$ cat config.mk
export PLATFORM = sky130hd
export DESIGN_NAME = i2s_rx_core_flat
export DESIGN_NICKNAME = d
export VERILOG_FILES = /design/src/rtl/i2s_rx_core_if.sv /design/src/rtl/i2s_rx_core.sv /design/src/flat_wrapper.sv
export SDC_FILE = /design/constraint.sdc
export NUM_CORES = 1
export LEC_CHECK = 0
export ABC_AREA = 1
export ABC_CLOCK_PERIOD_IN_PS = 4300
export BUFFER_PORTS_ARGS = -buffer_cell sky130_fd_sc_hd__buf_2
export CAP_MARGIN = 20
export CORE_MARGIN = 5
export CORE_UTILIZATION = 61
export DETAILED_ROUTE_END_ITERATION = 12
export GPL_ROUTABILITY_DRIVEN = 0
export PLACE_DENSITY = 0.91
export SYNTH_ARGS = -nofsm -noshare
export SYNTH_HDL_FRONTEND = slang
export SYNTH_SLANG_ARGS = --single-unit
$ cat constraint.sdc
create_clock -name clk -period 4.3 [get_ports clk]
set_input_delay 0.215 -clock clk [delete_from_list [all_inputs] [get_ports clk]]
set_output_delay 0.215 -clock clk [all_outputs]
set_load 0.01 [all_outputs]
$ cat src/rtl/i2s_rx_core_if.sv
// i2s_rx_core_if: signal bundle between the I2S receive core and its consumer
// (register wrapper / microphone pins).
//   en    run enable from the consumer
//   DIN   serial data from the microphone
//   BCLK  bit clock to the microphone
//   WS    word select to the microphone (0 = left, 1 = right)
//   data  last captured, sign-extended sample
//   done  one-clk pulse when data has just been updated
// master: consumer side.  slave: the core.
interface i2s_rx_core_if;
    logic        en;
    logic        DIN;
    logic        BCLK;
    logic        WS;
    logic [31:0] data;
    logic        done;

    modport master (output en, DIN, input BCLK, WS, data, done);
    modport slave  (input en, DIN, output BCLK, WS, data, done);
endinterface

$ cat src/rtl/i2s_rx_core.sv
// i2s_rx_core: standard-I2S receiver for one channel of a MEMS microphone.
// Generates BCLK/WS from clk, shifts DATA_BITS MSB-first bits out of the
// selected slot and publishes a sign-extended 32-bit sample with a
// one-clk done pulse. The first frame after enable is thrown away so the
// microphone has time to start up.
// Ports:
//   clk    system clock
//   rst_n  asynchronous active-low reset
//   bus    i2s_rx_core_if.slave (en, DIN in; BCLK, WS, data, done out)
// Parameters:
//   CLK_DIV    clk cycles per BCLK half-period (1..255)
//   DATA_BITS  valid bits per slot (1..31)
//   CHANNEL    captured slot, 0 = left (WS=0), 1 = right (WS=1)
module i2s_rx_core #(
    parameter int CLK_DIV   = 8,
    parameter int DATA_BITS = 24,
    parameter int CHANNEL   = 0
) (
    input  logic          clk,
    input  logic          rst_n,
    i2s_rx_core_if.slave  bus
);
    localparam int               DIV_W    = (CLK_DIV > 1) ? $clog2(CLK_DIV) : 1;
    localparam logic [DIV_W-1:0] DIV_LAST = DIV_W'(CLK_DIV - 1);
    localparam logic [4:0]       LSB_POS  = 5'(DATA_BITS);
    localparam logic             CH_WS    = 1'(CHANNEL);

    // IDLE: disabled. PRIME: running, first frame being discarded.
    // RUN: primed, completions are published.
    typedef enum logic [1:0] {ST_IDLE, ST_PRIME, ST_RUN} state_t;
    state_t state_q, state_d;

    logic [DIV_W-1:0]     div_cnt;
    logic                 bclk_q;
    logic                 ws_q;
    logic [5:0]           bit_cnt;
    logic [DATA_BITS-1:0] shift_q;
    logic                 lsb_pend;   // LSB captured last clk, publish now
    logic [31:0]          data_q;
    logic                 done_q;

    logic                 tick;
    logic                 rise_ev;
    logic                 fall_ev;
    logic                 wrap_ev;
    logic                 cap_ev;
    logic                 last_ev;
    logic [5:0]           bit_nxt;
    logic [4:0]           pos;
    logic [31:0]          sample_sext;

    assign tick    = (div_cnt == DIV_LAST);
    assign rise_ev = bus.en & tick & ~bclk_q;
    assign fall_ev = bus.en & tick &  bclk_q;
    assign bit_nxt = bit_cnt + 6'd1;
    assign wrap_ev = fall_ev & (bit_cnt == 6'd63);
    assign pos     = bit_cnt[4:0];
    // Slot position 0 is the I2S one-bit delay; bits past DATA_BITS are padding.
    assign cap_ev  = rise_ev & (ws_q == CH_WS) & (pos != 5'd0) & (pos <= LSB_POS);
    assign last_ev = cap_ev & (pos == LSB_POS) & (state_q == ST_RUN);

    assign sample_sext = {{(32 - DATA_BITS){shift_q[DATA_BITS-1]}}, shift_q};

    always_ff @(posedge clk or negedge rst_n) begin
        if (!rst_n) state_q <= ST_IDLE;
        else        state_q <= state_d;
    end

    always_comb begin
        state_d = state_q;
        if (!bus.en) begin
            state_d = ST_IDLE;
        end else begin
            case (state_q)
                ST_IDLE:  state_d = ST_PRIME;
                ST_PRIME: if (wrap_ev) state_d = ST_RUN;
                ST_RUN:   state_d = ST_RUN;
                default:  state_d = ST_IDLE;
            endcase
        end
    end

    always_ff @(posedge clk or negedge rst_n) begin
        if (!rst_n) begin
            div_cnt  <= '0;
            bclk_q   <= 1'b0;
            ws_q     <= 1'b0;
            bit_cnt  <= '0;
            shift_q  <= '0;
            lsb_pend <= 1'b0;
            data_q   <= '0;
            done_q   <= 1'b0;
        end else if (!bus.en) begin
            // data deliberately holds its last value while idle
            div_cnt  <= '0;
            bclk_q   <= 1'b0;
            ws_q     <= 1'b0;
            bit_cnt  <= '0;
            shift_q  <= '0;
            lsb_pend <= 1'b0;
            done_q   <= 1'b0;
        end else begin
            div_cnt <= tick ? '0 : div_cnt + DIV_W'(1);
            if (tick) bclk_q <= ~bclk_q;
            // WS moves with BCLK falling so it is stable across every rise
            if (fall_ev) begin
                bit_cnt <= bit_nxt;
                ws_q    <= bit_nxt[5];
            end
            lsb_pend <= last_ev;
            done_q   <= lsb_pend;
            if (lsb_pend) begin
                data_q  <= sample_sext;
                shift_q <= '0;
            end else if (cap_ev) begin
                shift_q <= DATA_BITS'({shift_q, bus.DIN});
            end
        end
    end

    assign bus.BCLK = bclk_q;
    assign bus.WS   = ws_q;
    assign bus.data = data_q;
    assign bus.done = done_q;
endmodule
$ cat src/flat_wrapper.sv
// flat-port wrapper written by rule: the top's interface ports become plain ports
module i2s_rx_core_flat 
#(
    parameter int CLK_DIV   = 8,
    parameter int DATA_BITS = 24,
    parameter int CHANNEL   = 0
)
  (clk, rst_n, bus_en, bus_DIN, bus_BCLK, bus_WS, bus_data, bus_done);
  i2s_rx_core_if bus_i ();
  input  logic clk;
  input  logic rst_n;
  input wire logic [$bits(bus_i.en)-1:0] bus_en;
  input wire logic [$bits(bus_i.DIN)-1:0] bus_DIN;
  output wire logic [$bits(bus_i.BCLK)-1:0] bus_BCLK;
  output wire logic [$bits(bus_i.WS)-1:0] bus_WS;
  output wire logic [$bits(bus_i.data)-1:0] bus_data;
  output wire logic [$bits(bus_i.done)-1:0] bus_done;
  assign bus_i.en = bus_en;
  assign bus_i.DIN = bus_DIN;
  assign bus_BCLK = bus_i.BCLK;
  assign bus_WS = bus_i.WS;
  assign bus_data = bus_i.data;
  assign bus_done = bus_i.done;
  i2s_rx_core #(.CLK_DIV(CLK_DIV), .DATA_BITS(DATA_BITS), .CHANNEL(CHANNEL)) u_core (.clk(clk), .rst_n(rst_n), .bus(bus_i));
endmodule
==> run_results.csv <==
group,metric,value,unit
global_route,grt_pass1_wl,9.791,mm
detailed_routing,first_iter_violations,223,
detailed_routing,ant_nets,0,
global_route,gr-total-overflow,0,
cts,postCtsResizedCells,0,
worst_hold_path,hp-class,"input port to asynchronous set/reset pin",
floorplanning,rows,25,
setup_path,start_kind,"register",
timing,slew_headroom,0.4112,
timing,setup_viol_count_final,0,
run_status,status,"finished, final reports clean",
global_route,grt_use_total,0.2046,
floorplanning,start_util,0.6186,
setup_path,endpoint_kind,"register",
setup_path,required,4.52,ns
cts,cts_tree,"done",
synth,syn_nets,351,
global_route,grt_pass1_vias,2254,
timing,hold_viol,0,
floorplanning,io-pin-count,39,
global_route,grt_antenna_before_repair,0,
final_layout,areaGrowthSynthToFinish,11.66,%
floorplanning,dieHeight,78.52,um
power,comb_power_share,0.054,
power,p_leak,1.705,nW
timing,drv_slew,0,
detailed_routing,route.detailed.drc,0,
detailed_routing,vias,2269,
power,vdd_drop_max,375.8,uV
timing,fin_skew,0.007174,ns
setup_path,cp.arrival,2.42,ns
setup_path,crit_start,"u_core.bit_cnt[0]",
timing,fmax,0.4550,GHz
place,port_buffers,38,
timing,post-route-period-util,0.5111,
power,netSwitchingFraction,0.2299,
timing,whs,0.03076,ns
setup_path,crit_end,"u_core.shift_q[2]",
cts,cts_root_buffer,"clkbuf_8",
cts,numClockSinks,62,
final_layout,nets,378,
power,power_frac_seq,0.493,
synth,yosysSeqAreaShare,0.5417,
timing,worst_pin_slew,0.8811,ns
power,p_switching,280.4,uW
power,powerDensity,381.4,mW/mm^2
synth,synth_cells,340,
job,drv_cap,0,
final_layout,drive_gt1_frac,0.1559,
setup_path,reg2regPathDepth,8,
cts,clk_path_buf_depth,2,
cts,cts_made_buffers,9,
place,place_inst,410,
power,pwr-share-clk,0.454,
timing,finalSetupTns,0,ns
synth,ys_warn_count,0,
final_layout,antenna_cells,0,
floorplanning,core,0.004629,sq mm
detailed_routing,drtPass1Iterations,5,
setup_path,ff2ff_setup_slack,2.10,ns
floorplanning,die_area,0.006165,sq mm
cts,clkTransAtPathRegs,0.07,ns
detailed_routing,routedWlPerCell,13.16,um
synth,ys_ff_latch,62,
cts,clock_latency,0.34,ns
timing,finalCriticalPeriod,2.198,ns
setup_path,cp_max_fo,26,
cts,ctsHoldBuffers,0,
cts,htreeDepth,3,
synth,avgSynthCellArea,8.424,sq um
setup_path,path_class,"register to register",
power,p_int,939.4,uW
detailed_routing,wl,5.607,mm
timing,rsz0062_at_grt,"no",
detailed_routing,viasPerCell,5.326,
synth,synth_area_leaders,"dfrtp_1 (54%), nand2_1 (13%), inv_1 (5.4%), nand4_1 (5.2%), nor2_1 (5.0%)",
final_layout,fin_cells,426,
global_route,grt_max_degree,63,
floorplanning,die_x,78.52,um
synth,synth_top_area_cell,"dfrtp_1",
synth,yosysTopAreaCellShare,0.5417,
place,hpwl,3.610,mm
setup_path,timing.rr.start,"u_core.bit_cnt[0]",
synth,syn_area,0.002864,sq mm
final_layout,n_fill_cell,384,
cts,postCtsSetupBuffers,0,
synth,synth_cell_types,21,
setup_path,r2r_end,"u_core.shift_q[2]",
sequential cells by signal, summed over array words and instances (netlist names):
register and cells:
u_core.bit_cnt 6, u_core.bus.BCLK 1, u_core.bus.data 24, u_core.bus.done 1
u_core.div_cnt 3, u_core.lsb_pend 1, u_core.shift_q 24, u_core.state_q 2
layer usage:
layer	wire, um	track usage	up-vias
met4	85	0.09091	0
met5	0	0	-
met3	318	0.06422	8
met1	2322	0.2273	1072
met2	2880	0.3574	71
li1	-	-	1118
how the worst min path moves through the flow:
stage	endpoint	cells after the start	start	slack, ns
6_report	u_core.shift_q[8]	2	rst_n	0.03
5_1_grt	u_core.bus.data[8]	2	rst_n	0.10
4_1_cts	u_core.bus.data[8]	2	rst_n	0.04
3_5_place_dp	u_core.bus.data[8]	2	rst_n	0.42
3_3_place_gp	u_core.bus.data[7]	2	rst_n	0.41
2_1_floorplan	u_core.bit_cnt[0]	0	rst_n	-0.08
critical path, cell delays in order, from the launching register on:
cell     delay, ns
dfrtp_1       0.38
inv_1         0.09
ha_1          0.21
inv_1         0.05
nor2_1        0.04
nand2_1       0.66
nand3_4       0.41
nand2_1       0.17
nand2_1       0.07
cell type report:
class                           count  area (sq um)  area share
Sequential cell                    62          1551      0.4851
Multi-Input combinational cell    213          1006      0.3146
Timing Repair Buffer               40         205.2     0.06416
Inverter                           41         153.9     0.04812
Clock buffer                       10         127.6     0.03991
Clock inverter                      6         86.33     0.02700
Tap cell                           54         67.56     0.02113
layout by cell type (no fill, tap or decap), types with 2 or more instances in the layout:
master	netlist	layout
nand2_1	102	102
dfrtp_1	62	62
inv_1	41	41
nor2_1	38	38
buf_2	8	38
nand4_1	24	24
o21ai_0	23	23
clkbuf_8	0	9
ha_1	7	7
nand3_1	6	6
o21ai_1	5	5
bufinv_16	0	2
clkinv_2	0	2
buf_4	10	2
cells in the mapped netlist, drive strengths merged:
library cell and count:
o21ai 28, o22ai 1, dfrtp 62, inv 41, nor3 1, ha 7
nand2 102, nand3b 1, nand4 24, nor2 39, xnor2 1, buf 20
clkbuf 4, or2 1, nand3 8
metrics by stage:
step                      setup slack, ns  area [sq um]  utilization  total power, mW
after floorplan                     2.899          2864            -           0.6497
after global placement              2.262          2984       0.6446           0.6701
after detailed placement            2.159          2984       0.6446           0.6787
after CTS                           2.149          3198       0.6908            1.234
after global routing                1.951          3198       0.6908            1.273
final                               2.102          3198       0.6908            1.220
cells by family after synthesis:
logic type               Yosys count  share of synthesized area
AO/OA/AOI/OAI                     29                    0.05111
buffers and inverters             65                     0.1070
AND/OR/NAND/NOR                  176                     0.2665
flip-flops                        62                     0.5417
adder cells (fa/ha/maj)            7                    0.03058
XOR/XNOR                           1                   0.003059
power by group through the flow:
stage	registers (mW)	logic, mW	clock network (mW)
after floorplan	0.610	0.0394	0
after global placement	0.611	0.0590	0
after detailed placement	0.612	0.0665	0
after CTS	0.601	0.0671	0.566
after global routing	0.602	0.0758	0.595
final	0.601	0.0655	0.553
(Power assumes the default switching activity.)
